--- src/rtl/coord_stack_pkg.sv ---
// Shared widths, default capacity and FSM state type for the coordinate stack arbiter.
package coord_stack_pkg;

  localparam int unsigned COORD_W           = 4;
  localparam int unsigned DEPTH_W           = 6;
  localparam int unsigned DEPTH_MAX_DEFAULT = 63;

  typedef enum logic [1:0] {
    StIdle,
    StIssue,
    StCapt,
    StDone
  } state_e;

endpackage

--- src/rtl/rr_arb2.sv ---
// Two-way arbiter: round-robin on a last-grant register, or fixed priority to requester 0
// when ARB_FIXED_PRIO_EN is defined.
module rr_arb2 (
  input  logic       clk_i,
  input  logic       rst_ni,
  input  logic [1:0] req_i,
  input  logic       ack_i,
  output logic [1:0] gnt_o
);

`ifdef ARB_FIXED_PRIO_EN
  logic unused_fixed;
  assign unused_fixed = ^{clk_i, rst_ni, ack_i};

  always_comb begin
    gnt_o = 2'b00;
    if (req_i[0]) begin
      gnt_o = 2'b01;
    end else if (req_i[1]) begin
      gnt_o = 2'b10;
    end
  end
`else
  // Resets to 1 so requester 0 wins the first contention.
  logic last_q;

  always_comb begin
    gnt_o = req_i;
    if (req_i == 2'b11) begin
      gnt_o = last_q ? 2'b01 : 2'b10;
    end
  end

  always_ff @(posedge clk_i or negedge rst_ni) begin
    if (!rst_ni) begin
      last_q <= 1'b1;
    end else if (ack_i && (req_i != 2'b00)) begin
      last_q <= gnt_o[1];
    end
  end
`endif

endmodule

--- src/rtl/coord_stack_arbiter.sv ---
// Serialises push/pop requests from two requesters onto a single coordinate stack.
// Arbitration policy selected in rr_arb2 by ARB_FIXED_PRIO_EN.
module coord_stack_arbiter
  import coord_stack_pkg::*;
#(
  parameter int unsigned DEPTH_MAX = DEPTH_MAX_DEFAULT
) (
  input  logic               clk,
  input  logic               rst,
  input  logic               req0,
  input  logic               req1,
  input  logic               op0,
  input  logic               op1,
  input  logic [COORD_W-1:0] x0,
  input  logic [COORD_W-1:0] y0,
  input  logic [COORD_W-1:0] x1,
  input  logic [COORD_W-1:0] y1,
  output logic               done0,
  output logic               done1,
  output logic               err,
  output logic [COORD_W-1:0] rd_x,
  output logic [COORD_W-1:0] rd_y,
  output logic [DEPTH_W-1:0] depth,
  output logic               full,
  output logic               empty,
  output logic               sync_err,
  output logic               stk_push,
  output logic               stk_pop,
  output logic [COORD_W-1:0] stk_x,
  output logic [COORD_W-1:0] stk_y,
  input  logic [COORD_W-1:0] stk_xout,
  input  logic [COORD_W-1:0] stk_yout,
  input  logic               stk_fail
);

  localparam logic [DEPTH_W-1:0] DepthMax = DEPTH_W'(DEPTH_MAX);

  state_e             state_q;
  logic               id_q, op_q;
  logic [COORD_W-1:0] x_q, y_q, rd_x_q, rd_y_q;
  logic [DEPTH_W-1:0] depth_q;
  logic               done0_q, done1_q, err_q, sync_err_q, stk_push_q, stk_pop_q;

  logic [1:0]         gnt;
  logic               arb_ack, any_req, win_id, win_op, reject;
  logic [COORD_W-1:0] win_x, win_y;

  rr_arb2 u_arb (
    .clk_i  (clk),
    .rst_ni (rst),
    .req_i  ({req1, req0}),
    .ack_i  (arb_ack),
    .gnt_o  (gnt)
  );

  always_comb begin
    any_req = req0 | req1;
    arb_ack = (state_q == StIdle);
    win_id  = gnt[1];
    win_op  = win_id ? op1 : op0;
    win_x   = win_id ? x1 : x0;
    win_y   = win_id ? y1 : y0;
    reject  = win_op ? (depth_q == DepthMax) : (depth_q == '0);
  end

  always_ff @(posedge clk or negedge rst) begin
    if (!rst) begin
      state_q    <= StIdle;
      id_q       <= 1'b0;
      op_q       <= 1'b0;
      x_q        <= '0;
      y_q        <= '0;
      rd_x_q     <= '0;
      rd_y_q     <= '0;
      depth_q    <= '0;
      done0_q    <= 1'b0;
      done1_q    <= 1'b0;
      err_q      <= 1'b0;
      sync_err_q <= 1'b0;
      stk_push_q <= 1'b0;
      stk_pop_q  <= 1'b0;
    end else begin
      stk_push_q <= 1'b0;
      stk_pop_q  <= 1'b0;
      unique case (state_q)
        StIdle: begin
          if (any_req) begin
            id_q <= win_id;
            op_q <= win_op;
            x_q  <= win_x;
            y_q  <= win_y;
            if (reject) begin
              state_q <= StDone;
              err_q   <= 1'b1;
              done0_q <= ~win_id;
              done1_q <= win_id;
            end else begin
              state_q    <= StIssue;
              stk_push_q <= win_op;
              stk_pop_q  <= ~win_op;
            end
          end
        end
        StIssue: state_q <= StCapt;
        StCapt: begin
          state_q <= StDone;
          done0_q <= ~id_q;
          done1_q <= id_q;
          if (stk_fail) begin
            err_q <= 1'b1;
            if (depth_q != '0) begin
              sync_err_q <= 1'b1;
            end
          end else if (op_q) begin
            if (depth_q != DepthMax) begin
              depth_q <= depth_q + 1'b1;
            end
          end else begin
            if (depth_q != '0) begin
              depth_q <= depth_q - 1'b1;
            end
            rd_x_q <= stk_xout;
            rd_y_q <= stk_yout;
          end
        end
        StDone: begin
          state_q <= StIdle;
          done0_q <= 1'b0;
          done1_q <= 1'b0;
          err_q   <= 1'b0;
          rd_x_q  <= '0;
          rd_y_q  <= '0;
        end
        default: state_q <= StIdle;
      endcase
    end
  end

  assign done0    = done0_q;
  assign done1    = done1_q;
  assign err      = err_q;
  assign rd_x     = rd_x_q;
  assign rd_y     = rd_y_q;
  assign depth    = depth_q;
  assign full     = (depth_q == DepthMax);
  assign empty    = (depth_q == '0);
  assign sync_err = sync_err_q;
  assign stk_push = stk_push_q;
  assign stk_pop  = stk_pop_q;
  // Data bus is quiet except during the push strobe.
  assign stk_x    = stk_push_q ? x_q : '0;
  assign stk_y    = stk_push_q ? y_q : '0;

endmodule

--- config.mk ---
export PLATFORM = sky130hd
export DESIGN_NAME = coord_stack_arbiter
export DESIGN_NICKNAME = d
export VERILOG_FILES = /design/src/rtl/coord_stack_pkg.sv /design/src/rtl/rr_arb2.sv /design/src/rtl/coord_stack_arbiter.sv
export SDC_FILE = /design/constraint.sdc
export NUM_CORES = 1
export LEC_CHECK = 0
export ABC_AREA = 1
export CAP_MARGIN = 15
export CORE_UTILIZATION = 45
export DETAILED_ROUTE_END_ITERATION = 10
export PLACE_DENSITY = 0.79
export SLEW_MARGIN = 10
export SYNTH_ARGS = -nofsm -noshare
export SYNTH_HDL_FRONTEND = slang
export SYNTH_HIERARCHICAL = 1
export SYNTH_SLANG_ARGS = --single-unit
--- constraint.sdc ---
create_clock -name clk -period 1.8 [get_ports clk]
set_input_delay 0.36 -clock clk [delete_from_list [all_inputs] [get_ports clk]]
set_output_delay 0.36 -clock clk [all_outputs]
set_load 0.02 [all_outputs]
# Yosys cells after proc, flatten, opt, wreduce, memory -nomap -nowiden
# Index checks and enable logic that the tools add are counted.
[classes]
bitwise = 5
eq_ne = 12
reduce_logical = 14
n_lt_le_gt_ge = 0
div = 0
addsub = 2
multipliers = 0
shifts = 0
mux = 36
[ops]
columns = ["operator", "n"]
rows = [
  ["4-bit two-way mux", 8],
  ["6-bit two-way mux", 3],
  ["4-bit one-hot mux with 2 select lines", 2],
  ["1-bit two-way mux", 15],
  ["2-bit inequality test (second input constant)", 5],
  ["1-bit one-hot mux with 3 select lines", 3],
  ["3-bit AND reduction", 3],
  ["2-bit two-way mux", 4],
  ["2-bit one-hot mux with 4 select lines", 1],
  ["4-bit AND reduction", 2],
  ["6-bit by 1-bit adder with 6-bit output (second input constant)", 1],
  ["2-bit equality test (second input constant)", 3],
  ["6-bit equality test (second input constant)", 1],
  ["6-bit logical NOT", 1],
  ["6-bit inequality test (second input constant)", 1],
  ["2-bit nonzero test", 3],
  ["6-bit nonzero test", 1],
  ["6-bit by 1-bit subtractor with 6-bit output (second input constant)", 1],
  ["1-bit NOT", 4],
  ["3-bit nonzero test", 1],
  ["2-bit by 1-bit equality test with 1-bit output (second input constant)", 1],
  ["2-bit logical NOT", 1],
  ["2-bit by 1-bit inequality test with 1-bit output (second input constant)", 1],
  ["2-bit AND reduction", 1],
  ["other kinds (2)", 2],
]
[word_totals]
out_inout_bits = 30
n_memories = 0
in_bits = 31
latch_bits = 0
word_cells = 84
regBits = 33
ramBits = 0
romBits = 0

# Longest topological paths before layout
# Gate-level depths: netlist (run 1).
[depth]
depth_word = 7
depth_mapped = 10
ltp_nobuf = 10

# Cells and area by module
# Netlist (run 1), hierarchy kept.
[modules_own_cells]
columns = ["module", "n_inst", "seq_area_each_um2", "area_each_um2", "cells_each"]
rows = [
  ["coord_stack_arbiter", 1, 800.8, 1751.7, 214],
  ["rr_arb2", 1, 26.3, 61.3, 8],
]

# Worst setup path before layout (run 1)
# No wires, ideal clock.
[synth_path]
path_type = "register to output"
from = "register depth_q[0] (netlist: depth[0])"
to = "output full"
arrival_time_ps = 1212
n_path_buf = 0
required_time_ps = 1440
stages_incl_launch_ff = 3
slack_ps = 228
cell_sequence = "dfrtp_1 nand2_1 nor3_1"
[synth_via]
elab_chain_cells = 1
[synth_lines]
columns = ["item", "line_no", "source"]
rows = [
  ["start: declaration", "coord_stack_arbiter.sv:41", "logic [DEPTH_W-1:0] depth_q;"],
  ["start signal: assignment", "coord_stack_arbiter.sv:116", "depth_q <= depth_q + 1'b1;"],
  ["start signal: assignment", "coord_stack_arbiter.sv:120", "depth_q <= depth_q - 1'b1;"],
  ["6-bit equality test", "coord_stack_arbiter.sv:145", "assign full = (depth_q == DepthMax);"],
  ["end: declaration", "coord_stack_arbiter.sv:24", "output logic full,"],
]
# Every way passes these cells.

# Worst setup path after layout (run 1)
[layout_path]
from = "register depth_q[5] (netlist: depth[5])"
to = "output depth[5]"
[layout_rtl]
columns = ["item", "line_no", "source"]
rows = [
  ["end: declaration", "coord_stack_arbiter.sv:23", "output logic [DEPTH_W-1:0] depth,"],
]
# No word-level cell between the ends.

==> summary.txt, run 1 <==
Outcome
  – Outcome: completed

Global route
  – Initial antenna violation count: 0
  – Grt ovf: 0
  – Largest net degree at the start of global routing: 34
  – First-pass GRT wire length: 7.272 mm
  – GRT Util Overall: 22.47%
  – Vias in the first global route: 1722

Clock network
  – Clock transition at path regs: 70 ps
  – CTS root buf: clkbuf_8
  – Clock sinks: 33
  – TritonCTS clock tree: built
  – Number of buffers created by CTS: 5
  – Htree depth: 2
  – # hold bufs at CTS: 0
  – Clock latency on the worst-skew pair: 280 ps
  – Clock Tree Buf Depth: 2

Route
  – Post-route DRC: 0
  – Routed wire length: 4.274 mm
  – Met2 WL post-DR: 2.059 mm
  – Routed vias/inst: 4.949
  – Via count: 1742
  – Met3 WL: 215 um
  – Antenna Nets Post-Route: 0
  – Metal-1 WL: 1.891 mm
  – Routed WL per cell: 12.14 um
  – Iter 0 DRT Violations: 113
  – Highest metal layer with signal wires: met4
  – Drt pass-1 iters: 4

Cells and area
  – Most common cell after layout, fill and taps aside: nand2_1
  – Area occupied by registers: 828.3 sq um
  – FILL cells: 318
  – Final core occ: 72.46%
  – Most frequent cells in the layout: nand2_1 (66), clkdlybuf4s50_1 (46), dfrtp_1 (31), inv_1 (20), buf_4 (19)
  – N_diodes: 0
  – Fin cells: 352
  – Area of the multi-input gates: 874.6 sq um
  – Final #Nets: 343
  – Area growth syn-to-layout: 50.24%
  – Final Cell Area: 0.002713 sq mm
  – Share of layout cells above drive strength 1: 15.13%

Place
  – Dpl hpwl: 3.175 mm
  – Input/output buffers: 60
  – Area after DPL: 0.002600 sq mm
  – Routability cong.: 0.7437
  – Inst Count DP: 343

Critical path
  – Critical path required time: 1440 ps
  – Critical Path End Type: output port
  – Worst R2R End: depth[5]$_DFFE_PN0P_
  – Crit start category: flop
  – Critical path class: reg2out
  – Worst reg2reg setup slack: 200 ps
  – Crit path launch: depth[5]$_DFFE_PN0P_
  – R2R depth: 10
  – Crit path max fanout: 3
  – Critical Path AT: 1400 ps
  – RR Startpoint: depth[2]$_DFFE_PN0P_

Timing
  – Crit path time final: 1762 ps
  – Fmax: 567.5 MHz
  – Slew margin rel.: 74.02%
  – Final TNS setup: 0 ps
  – Final period util: 97.90%
  – Final setup viols: 0
  – Setup Skew: 8.746 ps
  – Fin. max-slew vios: 0
  – Final hold vios: 0
  – RSZ-0062 raised after global routing: no
  – Worst-Margin Slew: 389.2 ps

Job
  – Max-Cap Viols: 0

Logic synthesis
  – Synth Instances: 221
  – Mapped Area: 0.001805 sq mm
  – YS warnings: 6
  – Synthesized area per cell: 8.170 sq um
  – Syn nets: 261

Floorplanning
  – Die H: 65.34 um
  – FP Rows: 22
  – Die area: 0.004269 sq mm
  – CORE AREA: 0.003744 sq mm
  – Die W: 65.34 um
  – Initial Util: 48.23%
  – IO Pins: 61

Hold path
  – Worst min-delay path category: in2async

Power and ir drop
  – P_leak: 1.414 nW
  – Pwr dens: 1738 mW/mm^2
  – VDD IR max: 1.133 mV
## cell type report
type,count,area share (%)
flip-flops and latches,33,30.54
well taps,48,2.214
clock inverters,1,0.1845
repair buffers,80,27.95
clock buffers,7,3.552
multi-input cells,159,32.24
inverters,24,3.321
## flip-flops by register name (all words and copies together) (netlist names)
signal and cells:
done0 1, state_q 2, stk_push 1, err 1, done1 1, rd_y 4, y_q 4, op_q 1
depth 6, id_q 1, u_arb/last_q 1, x_q 4, rd_x 4, sync_err 1, stk_pop 1
## how the worst max path moves through the flow
| stage | endpoint | slack (ps) | depth (start not counted) |
|---|---|---|---|
| 2_1_floorplan | full | 230 | 2 |
| 3_3_place_gp | err$_DFFE_PN0P_ | -50 | 10 |
| 3_5_place_dp | err$_DFFE_PN0P_ | -100 | 10 |
| 4_1_cts | empty | 20 | 4 |
| 5_1_grt | depth[5] | 0.9 | 2 |
| 6_report | depth[5] | 40 | 2 |
## power by group
group / switching, W / internal (W) / total, W
Sequential: 0.000217 / 0.00110 / 0.00132
Combinational: 0.00155 / 0.00124 / 0.00278
Clock: 0.000266 / 0.000345 / 0.000611
## repair_timing
item	in CTS	in global routing
setup buffers	1	0
gates cloned	0	0
endpoints found under the setup margin	11	17
gates resized for setup	11	12
## critical path: stages, from the launching register on
cell             delay [ps]
dfrtp_1                 380
buf_4                   140
clkdlybuf4s50_1         590
## layer usage
metal | vias up | GRT usage [%]
met2 | 53 | 38.53
met3 | 11 | 4.861
met1 | 800 | 26.60
met4 | 0 | 10.60
li1 | 878 | -
met5 | - | 0
## per-stage QoR
stage | power [W] | hold slack (ps) | setup WS, ps
floorplan | 0.003086 | 64.41 | 227.7
global placement | 0.004023 | 460.0 | -54.35
finish | 0.004713 | 444.5 | 37.77
global route | 0.005140 | 451.2 | 0.8610
detailed placement | 0.004116 | 479.4 | -103.0
CTS | 0.004728 | 452.3 | 17.16
No activity file was read; power rests on OpenSTA's default activity.
==> run 2: changes to the inputs <==
SYNTH_HIERARCHICAL = not set   (was 1)
==> summary.txt, run 2 <==
Cells and area
  – Most common cell after layout, fill and taps aside: nand2_1
  – Most frequent cells in the layout: nand2_1 (62), clkdlybuf4s50_1 (49), inv_1 (31), dfrtp_1 (31), nor2_1 (18)
  – Final Cell Area: 0.002661 sq mm
  – N_diodes: 0
  – Share of layout cells above drive strength 1: 12.21%
  – Final #Nets: 342
  – Fin cells: 351
  – Number of flip-flops in the largest register: 6
  – Final core occ: 70.57%
  – Area growth syn-to-layout: 46.99%

Critical path
  – Worst R2R End: depth[4]$_DFFE_PN0P_
  – RR Startpoint: depth[0]$_DFFE_PN0P_
  – Crit start category: flop
  – Worst reg2reg setup slack: 150 ps
  – Critical Path AT: 1380 ps
  – Critical path class: reg2out
  – Critical Path End Type: output port
  – Crit path max fanout: 3
  – R2R depth: 7
  – Critical path required time: 1440 ps

Floorplanning
  – Die area: 0.004281 sq mm
  – IO Pins: 61
  – FP Rows: 22
  – Die W: 65.43 um
  – CORE AREA: 0.003771 sq mm
  – Initial Util: 48.01%
  – Die H: 65.43 um

Power and ir drop
  – Logic pwr share: 58.3%
  – Int Pwr: 0.002536 W
  – VDD IR max: 1.178 mV
  – Sw Pwr: 0.001937 W
  – Pwr dens: 1681 mW/mm^2
  – Net Sw Frac: 43.30%
  – P_leak: 1.376 nW
  – Flop pwr share: 29.7%
  – Clock power frac: 12.0%

Hold path
  – Min-delay src: u_arb.last_q$_DFFE_PN1P_
  – Min-Delay Endpoint: u_arb.last_q$_DFFE_PN1P_
  – Hold path depth: 2
  – Worst min-delay path category: reg2reg

Logic synthesis
  – Syn nets: 264
  – YS warnings: 0
  – Synth Instances: 224
  – FFs w/ async S/R, synth: 100.0%
  – Yosys reg bits: 33
  – Synth area leader: dfrtp_1
  – Sequential fraction of the synthesis area: 45.68%
  – Synthesized area per cell: 8.083 sq um
  – Number of synthesized flops with an enable pin: 0
  – Commonest cells post-synth: nand2_1 (62), dfrtp_1 (32), inv_1 (31)
  – Top cells by area, synth: dfrtp_1 (44%), nand2_1 (13%), inv_1 (6.4%)
  – Most frequent cell after synthesis: nand2_1
  – Ys flop type: dfrtp_1
  – Yosys cell types: 32
  – Mapped Area: 0.001810 sq mm
  – Yosys top cell area share: 44.23%

Route
  – Iter 0 DRT Violations: 116
  – Routed wire length: 4.235 mm
  – Drt pass-1 iters: 4
  – Post-route DRC: 0
  – Routed vias/inst: 4.880
  – Via count: 1713
  – Routed WL per cell: 12.07 um
  – Antenna Nets Post-Route: 0

Place
  – Area after DPL: 0.002562 sq mm
  – Dpl hpwl: 3.311 mm
  – Input/output buffers: 60
  – Inst Count DP: 343
  – Pre-CTS setup slack: -22.20 ps
  – Routability cong.: 0.7709

Timing
  – Final period util: 96.76%
  – Fmax: 574.1 MHz
  – Worst-Margin Slew: 404.5 ps
  – Setup Skew: 7.353 ps
  – Crit path time final: 1742 ps
  – Fin. max-slew vios: 0
  – Slew margin rel.: 73.03%
  – Final setup viols: 0
  – Final hold vios: 0
  – RSZ-0062 raised after global routing: no
  – PnR worst setup slack: 58.28 ps

Clock network
  – TritonCTS clock tree: built
  – # hold bufs at CTS: 0
  – Clock sinks: 33
  – Number of buffers created by CTS: 5
  – Clock latency on the worst-skew pair: 280 ps
  – CTS root buf: clkbuf_8
  – Clock Tree Buf Depth: 2
  – Htree depth: 2
  – Clock transition at path regs: 70 ps

Outcome
  – Outcome: completed

Global route
  – Vias in the first global route: 1613
  – GRT Util Overall: 22.09%
  – Initial antenna violation count: 0
  – Grt ovf: 0
  – First-pass GRT wire length: 7.182 mm
  – Largest net degree at the start of global routing: 34

Job
  – Max-Cap Viols: 0
-- run 2: repair_timing --
item | in CTS | in global routing
setup buffers | 0 | 0
cloned | 0 | 0
gates resized for setup | 7 | 8
setup endpoints to repair | 11 | 15
-- run 2: power by group through the flow --
stage	registers [W]	clock network [W]	logic (W)
global placement	0.00132	0	0.00256
floorplan	0.00157	0	0.00139
finish	0.00133	0.000535	0.00261
global route	0.00137	0.000583	0.00294
detailed placement	0.00134	0	0.00263
CTS	0.00133	0.000545	0.00262
-- run 2: area by class of cell --
| cell class | instances | area [sq um] |
|---|---|---|
| Fill cell | 332 | 1110 |
| Multi-Input combinational cell | 152 | 834.6 |
| Sequential cell | 33 | 828.3 |
| Timing Repair Buffer | 76 | 726.9 |
| Inverter | 34 | 127.6 |
| Clock buffer | 7 | 76.32 |
| Tap cell | 48 | 60.06 |
| Clock inverter | 1 | 7.507 |
-- run 2: worst max-delay path by stage --
stage	startpoint	to	slack, ps	depth (start not counted)
after floorplan	state_q[0]$_DFFE_PN0P_	depth[5]$_DFFE_PN0P_	160	11
after global placement	stk_fail	depth[5]$_DFFE_PN0P_	30	8
after detailed placement	req1	op_q$_DFFE_PN0P_	-20	5
after CTS	stk_push$_DFF_PN0_	stk_x[2]	2	3
after global routing	depth[2]$_DFFE_PN0P_	empty	1	4
final	depth[1]$_DFFE_PN0P_	depth[1]	60	2
-- run 2: layer usage --
| metal | part of all wire (%) | global-route usage [%] | vias to the layer above |
|---|---|---|---|
| met5 | 0 | 0 | - |
| met3 | 3.1 | 4.514 | 9 |
| met2 | 49 | 36.60 | 40 |
| met4 | 2.1 | 8.967 | 0 |
| met1 | 45 | 28.04 | 795 |
| li1 | - | - | 869 |
-- run 2: critical path, cell delays in order (launching register included) --
cell and delay, ps:
dfrtp_1 370, buf_4 140, clkdlybuf4s50_1 590
-- run 2: cell families (layout without fill, tap and decap cells) --
| logic type | Yosys count | in the layout | share of synthesized area (%) |
|---|---|---|---|
| compound gates | 35 | 35 | 11.20 |
| xor+xnor | 5 | 5 | 2.834 |
| simple gates | 103 | 103 | 25.02 |
| buf+inv | 39 | 118 | 8.639 |
| flops | 33 | 33 | 45.68 |
| fa+ha+maj | 9 | 9 | 6.635 |
-- run 2: per-stage QoR --
step                power [W]  hold WS, ps  TNS [ps]
floorplan            0.002955        64.41         0
global placement     0.003879        453.9         0
detailed placement   0.003966        466.3    -49.11
CTS                  0.004492        477.9         0
global route         0.004895        497.6         0
finish               0.004473        472.5         0
